--- config.mk ---
export PLATFORM = sky130hd
export DESIGN_NAME = uart_tx_mmio_flat
export DESIGN_NICKNAME = d
export VERILOG_FILES = /design/src/rtl/uart_tx_pkg.sv /design/src/rtl/uart_tx_mmio_if.sv /design/src/rtl/uart_tx_fifo.sv /design/src/rtl/uart_tx_mmio.sv /design/src/flat_wrapper.sv
export SDC_FILE = /design/constraint.sdc
export NUM_CORES = 1
export LEC_CHECK = 0
export ABC_AREA = 1
export BUFFER_PORTS_ARGS = -buffer_cell sky130_fd_sc_hd__buf_2
export CAP_MARGIN = 20
export CORE_MARGIN = 2
export CORE_UTILIZATION = 50
export CTS_CLUSTER_SIZE = 8
export DETAILED_ROUTE_END_ITERATION = 12
export PLACE_DENSITY = 0.8
export SLEW_MARGIN = 40
export SYNTH_ARGS = -nofsm -noshare
export SYNTH_HDL_FRONTEND = slang
export SYNTH_SLANG_ARGS = --single-unit
--- constraint.sdc ---
create_clock -name clk -period 4.14 [get_ports clk]
set_input_delay 0.828 -clock clk [delete_from_list [all_inputs] [get_ports clk]]
set_output_delay 0.828 -clock clk [all_outputs]
set_load 0.005 [all_outputs]
--- src/rtl/uart_tx_pkg.sv ---
// Shared definitions for the memory-mapped UART transmitter: register word
// offsets, STATUS/CTRL bit positions, FSM state encoding and reset baud divisor.
package uart_tx_pkg;

   localparam logic [1:0] REG_TX_DATA  = 2'd0;
   localparam logic [1:0] REG_STATUS   = 2'd1;
   localparam logic [1:0] REG_BAUD_DIV = 2'd2;
   localparam logic [1:0] REG_CTRL     = 2'd3;

   localparam int ST_BUSY    = 0;
   localparam int ST_FULL    = 1;
   localparam int ST_EMPTY   = 2;
   localparam int ST_OVR     = 3;
   localparam int ST_CNT_LSB = 4;

   localparam int CTRL_EN      = 0;
   localparam int CTRL_PAR_ODD = 1;

   // 50 MHz / 115200 baud
   localparam int DEFAULT_BAUD_DIV = 434;

   typedef enum logic [2:0] {
      S_IDLE   = 3'd0,
      S_START  = 3'd1,
      S_DATA   = 3'd2,
      S_PARITY = 3'd3,
      S_STOP   = 3'd4
   } tx_state_t;

endpackage

--- src/rtl/uart_tx_mmio_if.sv ---
// Data-memory bus slot as seen by a peripheral: the controller (master) drives
// address/data/strobe, the peripheral (slave) returns combinational read data.
interface uart_tx_mmio_if #(
   parameter int DATA_WIDTH = 32
);
   logic [31:0]           in_address;
   logic [DATA_WIDTH-1:0] in_data;
   logic                  in_write_en;
   logic [DATA_WIDTH-1:0] out_read_data;

   modport master (output in_address, output in_data, output in_write_en,
                   input out_read_data);
   modport slave  (input in_address, input in_data, input in_write_en,
                   output out_read_data);
endinterface

--- src/rtl/uart_tx_fifo.sv ---
// Small synchronous TX FIFO. The head entry is visible combinationally so the
// transmitter can pop and load its shift register on the same edge. A push
// into a full FIFO is accepted when a pop happens in the same cycle.
module uart_tx_fifo #(
   parameter int DEPTH = 4,
   parameter int WIDTH = 8,
   localparam int AW = $clog2(DEPTH),
   localparam int CW = AW + 1
) (
   input  logic             clk,
   input  logic             rst,
   input  logic             push_i,
   input  logic [WIDTH-1:0] data_i,
   input  logic             pop_i,
   output logic [WIDTH-1:0] data_o,
   output logic             full_o,
   output logic             empty_o,
   output logic [CW-1:0]    count_o
);
   logic [WIDTH-1:0] mem_q [DEPTH];
   logic [AW-1:0]    wr_ptr_q, rd_ptr_q;
   logic [CW-1:0]    count_q;
   logic             push_ok, pop_ok;

   assign full_o  = (count_q == CW'(DEPTH));
   assign empty_o = (count_q == '0);
   assign count_o = count_q;
   assign data_o  = mem_q[rd_ptr_q];
   assign pop_ok  = pop_i && !empty_o;
   assign push_ok = push_i && (!full_o || pop_ok);

   // Storage array; reset only clears the pointers, stale data is never read
   always_ff @(posedge clk) begin
      if (push_ok) mem_q[wr_ptr_q] <= data_i;
   end

   // Pointer and occupancy bookkeeping; pointers wrap because DEPTH is 2^n
   always_ff @(posedge clk) begin
      if (rst) begin
         wr_ptr_q <= '0;
         rd_ptr_q <= '0;
         count_q  <= '0;
      end else begin
         if (push_ok) wr_ptr_q <= wr_ptr_q + 1'b1;
         if (pop_ok)  rd_ptr_q <= rd_ptr_q + 1'b1;
         case ({push_ok, pop_ok})
            2'b10:   count_q <= count_q + 1'b1;
            2'b01:   count_q <= count_q - 1'b1;
            default: count_q <= count_q;
         endcase
      end
   end
endmodule

--- src/rtl/uart_tx_mmio.sv ---
// Memory-mapped 8N1 UART transmitter (register file, baud counter, frame FSM).
// Optional: define UART_TX_PARITY_EN to add CTRL.PAR_ODD and a parity bit.
module uart_tx_mmio #(
   parameter int FIFO_DEPTH       = 4,
   parameter int DEFAULT_BAUD_DIV = uart_tx_pkg::DEFAULT_BAUD_DIV,
   parameter int DATA_WIDTH       = 32
) (
   input  logic           clk,
   input  logic           rst,
   uart_tx_mmio_if.slave  bus,
   output logic           tx_out,
   output logic           irq_out
);
   import uart_tx_pkg::*;

   localparam int CW = $clog2(FIFO_DEPTH) + 1;

   logic [1:0]  addr;
   logic        wr_tx, wr_status, wr_baud, wr_ctrl;
   logic        fifo_pop, fifo_full, fifo_empty;
   logic [7:0]  fifo_head;
   logic [CW-1:0] fifo_count;

   logic [15:0] baud_div_q;
   logic        en_q, ovr_q;
   tx_state_t   state_q, state_d;
   logic [7:0]  shift_q, shift_d;
   logic [2:0]  bit_cnt_q, bit_cnt_d;
   logic [15:0] baud_cnt_q, baud_cnt_d;
   logic [15:0] cur_div_q, cur_div_d;
   logic        tx_q, tx_d;
   logic        bit_done, can_start, start_frame;
   logic [DATA_WIDTH-1:0] rdata;
`ifdef UART_TX_PARITY_EN
   logic        par_odd_q;
   logic        parity_q, parity_d;
`endif

   logic unused_bits;
   assign unused_bits = ^{bus.in_address[31:2], bus.in_data[DATA_WIDTH-1:16]};

   assign addr      = bus.in_address[1:0];
   assign wr_tx     = bus.in_write_en && (addr == REG_TX_DATA);
   assign wr_status = bus.in_write_en && (addr == REG_STATUS);
   assign wr_baud   = bus.in_write_en && (addr == REG_BAUD_DIV);
   assign wr_ctrl   = bus.in_write_en && (addr == REG_CTRL);

   uart_tx_fifo #(.DEPTH(FIFO_DEPTH), .WIDTH(8)) u_fifo (
      .clk     (clk),
      .rst     (rst),
      .push_i  (wr_tx),
      .data_i  (bus.in_data[7:0]),
      .pop_i   (fifo_pop),
      .data_o  (fifo_head),
      .full_o  (fifo_full),
      .empty_o (fifo_empty),
      .count_o (fifo_count)
   );

   // Software-visible registers; OVR is set on a dropped push, cleared by any STATUS write
   always_ff @(posedge clk) begin
      if (rst) begin
         baud_div_q <= 16'(DEFAULT_BAUD_DIV);
         en_q       <= 1'b1;
         ovr_q      <= 1'b0;
`ifdef UART_TX_PARITY_EN
         par_odd_q  <= 1'b0;
`endif
      end else begin
         if (wr_baud)
            baud_div_q <= (bus.in_data[15:0] == 16'd0) ? 16'd1 : bus.in_data[15:0];
         if (wr_ctrl) begin
            en_q <= bus.in_data[CTRL_EN];
`ifdef UART_TX_PARITY_EN
            par_odd_q <= bus.in_data[CTRL_PAR_ODD];
`endif
         end
         if (wr_status)
            ovr_q <= 1'b0;
         else if (wr_tx && fifo_full && !fifo_pop)
            ovr_q <= 1'b1;
      end
   end

   assign bit_done  = (baud_cnt_q == cur_div_q - 16'd1);
   assign can_start = en_q && !fifo_empty;

   // Frame FSM state and registered serial output
   always_ff @(posedge clk) begin
      if (rst) begin
         state_q    <= S_IDLE;
         tx_q       <= 1'b1;
         shift_q    <= '0;
         bit_cnt_q  <= '0;
         baud_cnt_q <= '0;
         cur_div_q  <= 16'(DEFAULT_BAUD_DIV);
`ifdef UART_TX_PARITY_EN
         parity_q   <= 1'b0;
`endif
      end else begin
         state_q    <= state_d;
         tx_q       <= tx_d;
         shift_q    <= shift_d;
         bit_cnt_q  <= bit_cnt_d;
         baud_cnt_q <= baud_cnt_d;
         cur_div_q  <= cur_div_d;
`ifdef UART_TX_PARITY_EN
         parity_q   <= parity_d;
`endif
      end
   end

   // Next state: tx_d carries the line level of the state being entered, so
   // the line changes on the same edge as the state register
   always_comb begin
      state_d     = state_q;
      tx_d        = tx_q;
      shift_d     = shift_q;
      bit_cnt_d   = bit_cnt_q;
      baud_cnt_d  = baud_cnt_q + 16'd1;
      cur_div_d   = cur_div_q;
      fifo_pop    = 1'b0;
      start_frame = 1'b0;
`ifdef UART_TX_PARITY_EN
      parity_d    = parity_q;
`endif
      case (state_q)
         S_IDLE: begin
            baud_cnt_d  = '0;
            tx_d        = 1'b1;
            start_frame = can_start;
         end
         S_START: if (bit_done) begin
            baud_cnt_d = '0;
            bit_cnt_d  = '0;
            state_d    = S_DATA;
            tx_d       = shift_q[0];
            shift_d    = {1'b0, shift_q[7:1]};
         end
         S_DATA: if (bit_done) begin
            baud_cnt_d = '0;
            if (bit_cnt_q == 3'd7) begin
`ifdef UART_TX_PARITY_EN
               state_d = S_PARITY;
               tx_d    = parity_q;
`else
               state_d = S_STOP;
               tx_d    = 1'b1;
`endif
            end else begin
               bit_cnt_d = bit_cnt_q + 3'd1;
               tx_d      = shift_q[0];
               shift_d   = {1'b0, shift_q[7:1]};
            end
         end
`ifdef UART_TX_PARITY_EN
         S_PARITY: if (bit_done) begin
            baud_cnt_d = '0;
            state_d    = S_STOP;
            tx_d       = 1'b1;
         end
`endif
         S_STOP: if (bit_done) begin
            baud_cnt_d  = '0;
            state_d     = S_IDLE;
            tx_d        = 1'b1;
            start_frame = can_start;
         end
         default: begin
            state_d = S_IDLE;
            tx_d    = 1'b1;
         end
      endcase
      // Frame start from IDLE or straight out of STOP; divisor sampled here
      if (start_frame) begin
         fifo_pop   = 1'b1;
         shift_d    = fifo_head;
         cur_div_d  = baud_div_q;
         baud_cnt_d = '0;
         bit_cnt_d  = '0;
         tx_d       = 1'b0;
         state_d    = S_START;
`ifdef UART_TX_PARITY_EN
         parity_d   = (^fifo_head) ^ par_odd_q;
`endif
      end
   end

   // Combinational load data so single-cycle loads complete immediately
   always_comb begin
      rdata = '0;
      case (addr)
         REG_STATUS: begin
            rdata[ST_BUSY]             = (state_q != S_IDLE);
            rdata[ST_FULL]             = fifo_full;
            rdata[ST_EMPTY]            = fifo_empty;
            rdata[ST_OVR]              = ovr_q;
            rdata[ST_CNT_LSB+3:ST_CNT_LSB] = 4'(fifo_count);
         end
         REG_BAUD_DIV: rdata[15:0] = baud_div_q;
         REG_CTRL: begin
            rdata[CTRL_EN] = en_q;
`ifdef UART_TX_PARITY_EN
            rdata[CTRL_PAR_ODD] = par_odd_q;
`endif
         end
         default: rdata = '0;
      endcase
   end

   assign bus.out_read_data = rdata;
   assign tx_out  = tx_q;
   assign irq_out = fifo_empty && (state_q == S_IDLE);
endmodule

--- src/flat_wrapper.sv ---
// flat-port wrapper written by rule: the top's interface ports become plain ports
module uart_tx_mmio_flat import uart_tx_pkg::*;
#(
   parameter int FIFO_DEPTH       = 4,
   parameter int DEFAULT_BAUD_DIV = uart_tx_pkg::DEFAULT_BAUD_DIV,
   parameter int DATA_WIDTH       = 32
)
  (clk, rst, tx_out, irq_out, bus_in_address, bus_in_data, bus_in_write_en, bus_out_read_data);
  uart_tx_mmio_if #(.DATA_WIDTH(DATA_WIDTH)) bus_i ();
  input  logic clk;
  input  logic rst;
  output logic tx_out;
  output logic irq_out;
  input wire logic [$bits(bus_i.in_address)-1:0] bus_in_address;
  input wire logic [$bits(bus_i.in_data)-1:0] bus_in_data;
  input wire logic [$bits(bus_i.in_write_en)-1:0] bus_in_write_en;
  output wire logic [$bits(bus_i.out_read_data)-1:0] bus_out_read_data;
  assign bus_i.in_address = bus_in_address;
  assign bus_i.in_data = bus_in_data;
  assign bus_i.in_write_en = bus_in_write_en;
  assign bus_out_read_data = bus_i.out_read_data;
  uart_tx_mmio #(.FIFO_DEPTH(FIFO_DEPTH), .DEFAULT_BAUD_DIV(DEFAULT_BAUD_DIV), .DATA_WIDTH(DATA_WIDTH)) u_core (.clk(clk), .rst(rst), .bus(bus_i), .tx_out(tx_out), .irq_out(irq_out));
endmodule
==> impl_metrics.json, run 1 <==
{
  "max_freq_ghz": 0.318,
  "synth_enable_flop_cells": 32,
  "tightest_slew_ps": 723,
  "worstPathMaxFanout": 9,
  "gp_congestion": 0.914,
  "dieHeight_um": 109,
  "htree_levels": 3,
  "hold_ws_ps": 479,
  "pwr-share-seq": 0.382,
  "netlist-cell-type-count": 35,
  "max_cap_viol_count": 0,
  "layout_worst_path_cycle_share": 0.759,
  "via_per_inst": 5.16,
  "p_int_w": 0.00208,
  "max-clock-path-buffers": 2,
  "hpwl_um": 8680,
  "portBuffers": 38,
  "synthArstFlopShare": 0,
  "ys.flop_type": "dfxtp_1",
  "routed_wirelength_um": 11800,
  "crit_buf_inv": 2,
  "hold_viol_final": 0,
  "slew_viol_final": 0,
  "cts_root_buf": "clkbuf_8",
  "clk_pin_slew_worst_paths_ps": 110,
  "post_cts_resized": 0,
  "rr_startpoint": "u_core.cur_div_q[0]$_SDFFE_PP0N_",
  "yosysWarnings": 0,
  "drt_iter0_drc": 342,
  "slew_headroom": 0.518,
  "final_cell_mix": "184 x nand2_1, 93 x nor2_1, 74 x dfxtp_1",
  "cp-startpoint": "u_core.cur_div_q[0]$_SDFFE_PP0N_",
  "io_pins": 101,
  "final_cell_area_um2": 5990,
  "hold_class": "reg2reg",
  "arrival_ps": 3410,
  "finClkSkew_ps": 8.96,
  "hold_buffers": 0,
  "clockPowerShare": 0.181,
  "grt_max_degree": 38,
  "grt_pass1_wl_um": 20000,
  "nFillCells": 999,
  "wire_per_inst_um": 13.0,
  "syn_inst": 735,
  "worst_ep_required_time_ps": 4410,
  "ys_ff_latch": 106,
  "swShare": 0.444,
  "drtAntennaViolNets": 0,
  "dp_cells": 897,
  "critical_path_class": "reg2reg",
  "synth_area_um2": 5540,
  "cp_top_family": "simple AND/OR/NAND/NOR gates",
  "p_switching_w": 0.00166,
  "cpMaxStageDelayCell": "fa_1",
  "die_x_um": 109,
  "cts_setup_buffers": 0,
  "post_synth.cell_area_avg_um2": 7.54,
  "drtPass1Iterations": 5,
  "std_cell_rows": 38,
  "final_common_cell": "nand2_1",
  "p_leak_nw": 2.63,
  "period_minus_slack_ps": 3140,
  "status": "completed",
  "seq_area_frac_synth": 0.441,
  "vias": 4709,
  "final_layout_size_suffix_gt1_frac": 0.109,
  "core_area_um2": 10800,
  "layout.nets": 850,
  "crit_chain": "inv_1 -> ha_1 -> nand2_2 -> nor2_4 -> nand2_1 -> nand2_1 -> nand2_1 -> nand2_1 -> nor2_1 -> nand4_4 -> nand2_4 -> nand2_4 -> nand2_4 -> nand2_4 -> ha_1 -> inv_1 -> fa_1 -> a21oi_1 -> o21ai_0 -> o21ai_0 -> a21oi_1",
  "cts_tree": "built",
  "cp-end-kind": "flop",
  "holdCritStartpoint": "u_core.bit_cnt_q[1]$_SDFFE_PP0P_",
  "yosysTopAreaCellShare": 0.267,
  "worstSetupStartpointType": "flop",
  "max_stage_delay_ps": 370,
  "overflow": 0,
  "yosysTopAreaCell": "dfxtp_1",
  "peakVddDrop_v": 0.000353,
  "start_util": 0.511,
  "final_cells": 913,
  "p_per_area_nw_per_um2": 625,
  "grt_usage": 0.212,
  "p_comb_frac": 0.437,
  "tns_ps": 0,
  "setup-violations-final": 0,
  "clkSinkCount": 106,
  "drc": 0,
  "die_area_um2": 11900,
  "syn_to_final_growth_pct": 8.06,
  "antenna_found_initial": 0,
  "grt_pass1_vias": 4178,
  "rsz0062_at_grt": "false",
  "placed_cell_area_um2": 5780,
  "synth_area_leaders": "dfxtp_1 27%, edfxtp_1 17%, nand2_1 12%",
  "cts_buffers": 9,
  "n_antenna_cell": 0,
  "clock_latency_ps": 370
}
[final cells by class]
class                   count  area (um2)  share of cell area
repair buffers             42         220              0.0368
multi-input cells         535        2670               0.445
clock inverters             7        83.8              0.0140
inverters                  74         278              0.0464
flip-flops and latches    106        2440               0.408
clock buffers               9         124              0.0207
well taps                 140         175              0.0292
[logic make-up (layout without fill, tap and decap cells)]
kind of cell | after synthesis | after routing | share of synthesized area
AO/OA/AOI/OAI | 98 | 98 | 0.0941
AND/OR/NAND/NOR | 380 | 380 | 0.300
buffers and inverters | 109 | 132 | 0.0885
XOR/XNOR | 26 | 26 | 0.0411
other | 1 | 16 | 0.000676
flip-flops | 106 | 106 | 0.441
adder cells (fa/ha/maj) | 15 | 15 | 0.0352
[cell usage after synthesis, types with 14 or more instances]
master      n
a21oi_1    36
buf_4      19
dfxtp_1    74
edfxtp_1   32
ha_1       14
inv_1      70
nand2_1   184
nand3_1    43
nor2_1     93
nor3_1     23
o21ai_0    39
xor2_1     19
[per-stage QoR]
| stage | setup slack [ps] | total power (W) | utilization |
|---|---|---|---|
| 6_report | 996 | 0.00374 | 0.553 |
| 5_1_grt | 611 | 0.00407 | 0.553 |
| 4_1_cts | 999 | 0.00374 | 0.553 |
| 3_5_place_dp | 1030 | 0.00306 | 0.533 |
| 3_3_place_gp | 1090 | 0.00303 | 0.533 |
| 2_1_floorplan | 1190 | 0.00272 | - |
[worst reg2reg max path: stages, from the launching register on]
cell and delay (ps):
dfxtp_1 330, inv_1 150, ha_1 280, nand2_2 140, nor2_4 190, nand2_1 90, nand2_1 70, nand2_1 60
nand2_1 50, nor2_1 60, nand4_4 150, nand2_4 110, nand2_4 100, nand2_4 70, nand2_4 130, ha_1 160
inv_1 70, fa_1 370, a21oi_1 140, o21ai_0 120, o21ai_0 160, a21oi_1 50
[path summary, 6_finish.rpt]
kind,to,slack [ps],cells after the start
setup / recovery,u_core.u_fifo.count_o[2]$_SDFFE_PP0P_,1000,21
hold / removal,u_core.bit_cnt_q[1]$_SDFFE_PP0P_,480,2
setup reg to reg,u_core.u_fifo.count_o[2]$_SDFFE_PP0P_,1000,21
hold reg to reg,u_core.bit_cnt_q[1]$_SDFFE_PP0P_,480,2
[state kept, by name, indices dropped and copies added, names as in the netlist, 2 cells and up, named ones only]
register                count
u_core.u_fifo.mem_q        32
u_core.baud_cnt_q          16
u_core.state_q              3
u_core.u_fifo.count_o       3
u_core.baud_div_q          16
u_core.u_fifo.rd_ptr_q      2
u_core.cur_div_q           16
u_core.u_fifo.wr_ptr_q      2
u_core.bit_cnt_q            3
u_core.shift_q              8
[power groups by stage]
stage	Combinational, W	Clock (W)	Sequential (W)
floorplan	0.00133	0	0.00138
global placement	0.00159	0	0.00144
detailed placement	0.00162	0	0.00145
CTS	0.00163	0.000684	0.00143
global route	0.00188	0.000735	0.00145
finish	0.00163	0.000678	0.00143
[metal layers]
layer | up-vias | part of all wire | track usage
li1 | 2414 | - | -
met3 | 16 | 0.056 | 0.0225
met2 | 140 | 0.45 | 0.323
met4 | 0 | 0.019 | 0.0696
met1 | 2139 | 0.48 | 0.314
met5 | - | 0 | 0
No activity file was read; power rests on OpenSTA's default activity.
==> run 2: changes to the inputs <==
==> constraint.sdc (replaced) <==
create_clock -name clk -period 3.2 [get_ports clk]
set_input_delay 0.64 -clock clk [delete_from_list [all_inputs] [get_ports clk]]
set_output_delay 0.64 -clock clk [all_outputs]
set_load 0.005 [all_outputs]
==> run 2 against run 1 <==
Effect of this change: critical path depth down 2; die area unchanged; wire length down 0.34%; non-clock buffer count up 7; sequential share of layout area down 0.67 points; combinational power up 35%; sequential power up 30%; global-route usage down 0.32 points; clock skew up 4.1 ps; setup slack worse by 770 ps; utilization up 0.92 points; fmax up 5.7%.
==> impl_metrics.json, run 2 (synthesis results as in run 1) <==
{
  "status": "completed",
  "clk_pin_slew_worst_paths_ps": 110,
  "clkSinkCount": 106,
  "cts_root_buf": "clkbuf_8",
  "die_area_um2": 11900,
  "final_common_cell": "nand2_1",
  "largest_reg_flops": 32,
  "rrSetupSlack_ps": 230,
  "period_minus_slack_ps": 2970,
  "regMostFlops": "u_core.u_fifo.mem_q",
  "core_area_um2": 10800,
  "rr_startpoint": "u_core.cur_div_q[0]$_SDFFE_PP0N_",
  "grt_max_degree": 38,
  "dieHeight_um": 109,
  "endpoint": "u_core.u_fifo.count_o[1]$_SDFFE_PP0P_",
  "hold_viol_final": 0,
  "critical_path_class": "reg2reg",
  "p_per_area_nw_per_um2": 807,
  "vias": 4655,
  "slew_viol_final": 0,
  "rsz0062_at_grt": "false",
  "cp-end-kind": "flop",
  "std_cell_rows": 38,
  "ff2ff_path_depth": 19,
  "drt_iter0_drc": 246,
  "grt_pass1_wl_um": 19500,
  "htree_levels": 3,
  "cp-startpoint": "u_core.cur_div_q[0]$_SDFFE_PP0N_",
  "syn_to_final_growth_pct": 9.86,
  "hold_buffers": 0,
  "rr_endpoint": "u_core.u_fifo.count_o[1]$_SDFFE_PP0P_",
  "max-clock-path-buffers": 2,
  "via_per_inst": 5.06,
  "io_pins": 101,
  "final_cell_area_um2": 6090,
  "overflow": 0,
  "nFillCells": 1007,
  "worstPathMaxFanout": 8,
  "p_leak_nw": 2.67,
  "worst_ep_required_time_ps": 3520,
  "tns_ps": 0,
  "crit_chain": "inv_1 -> buf_4 -> nand2_2 -> nor2_4 -> nand2_1 -> nand3_1 -> nand2_1 -> nor2_1 -> nand4_4 -> nand2_4 -> nand2_4 -> nand2_4 -> nand2_4 -> ha_1 -> inv_1 -> fa_2 -> nor2_1 -> a21oi_1 -> nor2_1",
  "layout_worst_path_cycle_share": 0.929,
  "gp_congestion": 0.897,
  "finClkSkew_ps": 13.0,
  "grt_usage": 0.208,
  "crit_buf_inv": 3,
  "final_layout_size_suffix_gt1_frac": 0.124,
  "tightest_slew_ps": 760,
  "setup-violations-final": 0,
  "cp.depth": 19,
  "drtAntennaViolNets": 0,
  "max_stage_delay_ps": 450,
  "antenna_found_initial": 0,
  "max_freq_ghz": 0.336,
  "die_x_um": 109,
  "worstSetupStartpointType": "flop",
  "drc": 0,
  "arrival_ps": 3290,
  "cts_tree": "built",
  "portBuffers": 38,
  "drtPass1Iterations": 5,
  "peakVddDrop_v": 0.000596,
  "cts_buffers": 9,
  "n_antenna_cell": 0,
  "wire_per_inst_um": 12.8,
  "layout.nets": 857,
  "cpMostUsedCell": "nand2_4",
  "hold_class": "reg2reg",
  "cpMaxStageDelayCell": "fa_2",
  "hpwl_um": 8670,
  "routed_wirelength_um": 11800,
  "cp_top_family": "simple AND/OR/NAND/NOR gates",
  "clock_latency_ps": 380,
  "slew_headroom": 0.493,
  "grt_pass1_vias": 4121,
  "final_cell_mix": "184 x nand2_1, 90 x nor2_1, 74 x dfxtp_1",
  "start_util": 0.511,
  "max_cap_viol_count": 0,
  "placed_cell_area_um2": 5810
}
## run 2: cell types whose count changed in the layout (fill, tap and decap cells not counted), sizes merged
| cell | previous run | this run |
|---|---|---|
| clkbuf | 9 | 10 |
| clkinvlp | 1 | 0 |
| clkinv | 2 | 4 |
| buf | 42 | 49 |
| bufinv | 1 | 0 |
| inv | 77 | 76 |
## run 2: power by group
| part | internal (W) | leakage (nW) | switching, W |
|---|---|---|---|
| registers | 0.00160 | 0.893 | 0.000257 |
| logic | 0.000772 | 1.67 | 0.00142 |
| clock network | 0.000358 | 0.111 | 0.000505 |
## run 2: worst register-to-register path: cells and delay by family, from the launching register on
kind	cells	cell delay [ps]
buffers and inverters	3	390
AOI/OAI and AO/OA	1	50
DFF	1	330
adders and majority gates	2	650
and+or+nand+nor	13	1490
## run 2: layout make-up
| class | instances | area, um2 | area share |
|---|---|---|---|
| Tap cell | 140 | 175 | 0.0288 |
| Clock inverter | 6 | 67.6 | 0.0111 |
| Multi-Input combinational cell | 535 | 2710 | 0.444 |
| Timing Repair Buffer | 49 | 273 | 0.0448 |
| Clock buffer | 10 | 149 | 0.0244 |
| Inverter | 74 | 278 | 0.0456 |
| Sequential cell | 106 | 2440 | 0.401 |
## run 2: per-layer routing
layer | wire length (um) | GRT usage | part of all wire
met1 | 5610 | 0.300 | 0.48
met4 | 224 | 0.0759 | 0.019
met2 | 5350 | 0.325 | 0.45
met5 | 0 | 0 | 0
met3 | 609 | 0.0231 | 0.052
## run 2: how the worst min path moves through the flow
stage                                        end  cells after the start                        startpoint  slack, ps
4_1_cts        u_core.baud_div_q[8]$_SDFFE_PP1P_                      3                    bus_in_data[8]        460
2_1_floorplan   u_core.bit_cnt_q[0]$_SDFFE_PP0P_                      2  u_core.bit_cnt_q[0]$_SDFFE_PP0P_        440
3_5_place_dp    u_core.bit_cnt_q[0]$_SDFFE_PP0P_                      2  u_core.bit_cnt_q[0]$_SDFFE_PP0P_        460
3_3_place_gp    u_core.bit_cnt_q[0]$_SDFFE_PP0P_                      2  u_core.bit_cnt_q[0]$_SDFFE_PP0P_        450
5_1_grt         u_core.bit_cnt_q[0]$_SDFFE_PP0P_                      2  u_core.bit_cnt_q[0]$_SDFFE_PP0P_        490
6_report        u_core.bit_cnt_q[0]$_SDFFE_PP0P_                      2  u_core.bit_cnt_q[0]$_SDFFE_PP0P_        470
## run 2: metrics by stage
| stage | util | hold WS, ps | power (W) | worst slack [ps] | std cells |
|---|---|---|---|---|---|
| global placement | 0.536 | 453 | 0.00394 | 217 | 900 |
| floorplan | - | 435 | 0.00352 | 253 | 750 |
| global route | 0.562 | 491 | 0.00535 | 10.4 | 920 |
| detailed placement | 0.536 | 456 | 0.00399 | 146 | 900 |
| CTS | 0.556 | 463 | 0.00485 | 121 | 916 |
| finish | 0.562 | 469 | 0.00492 | 226 | 920 |
## run 2: what timing repair did
| item | 4_1_cts | 5_1_grt |
|---|---|---|
| setup buffers | 0 | 4 |
| setup endpoints to repair | 0 | 2 |
| resized for setup | 0 | 11 |
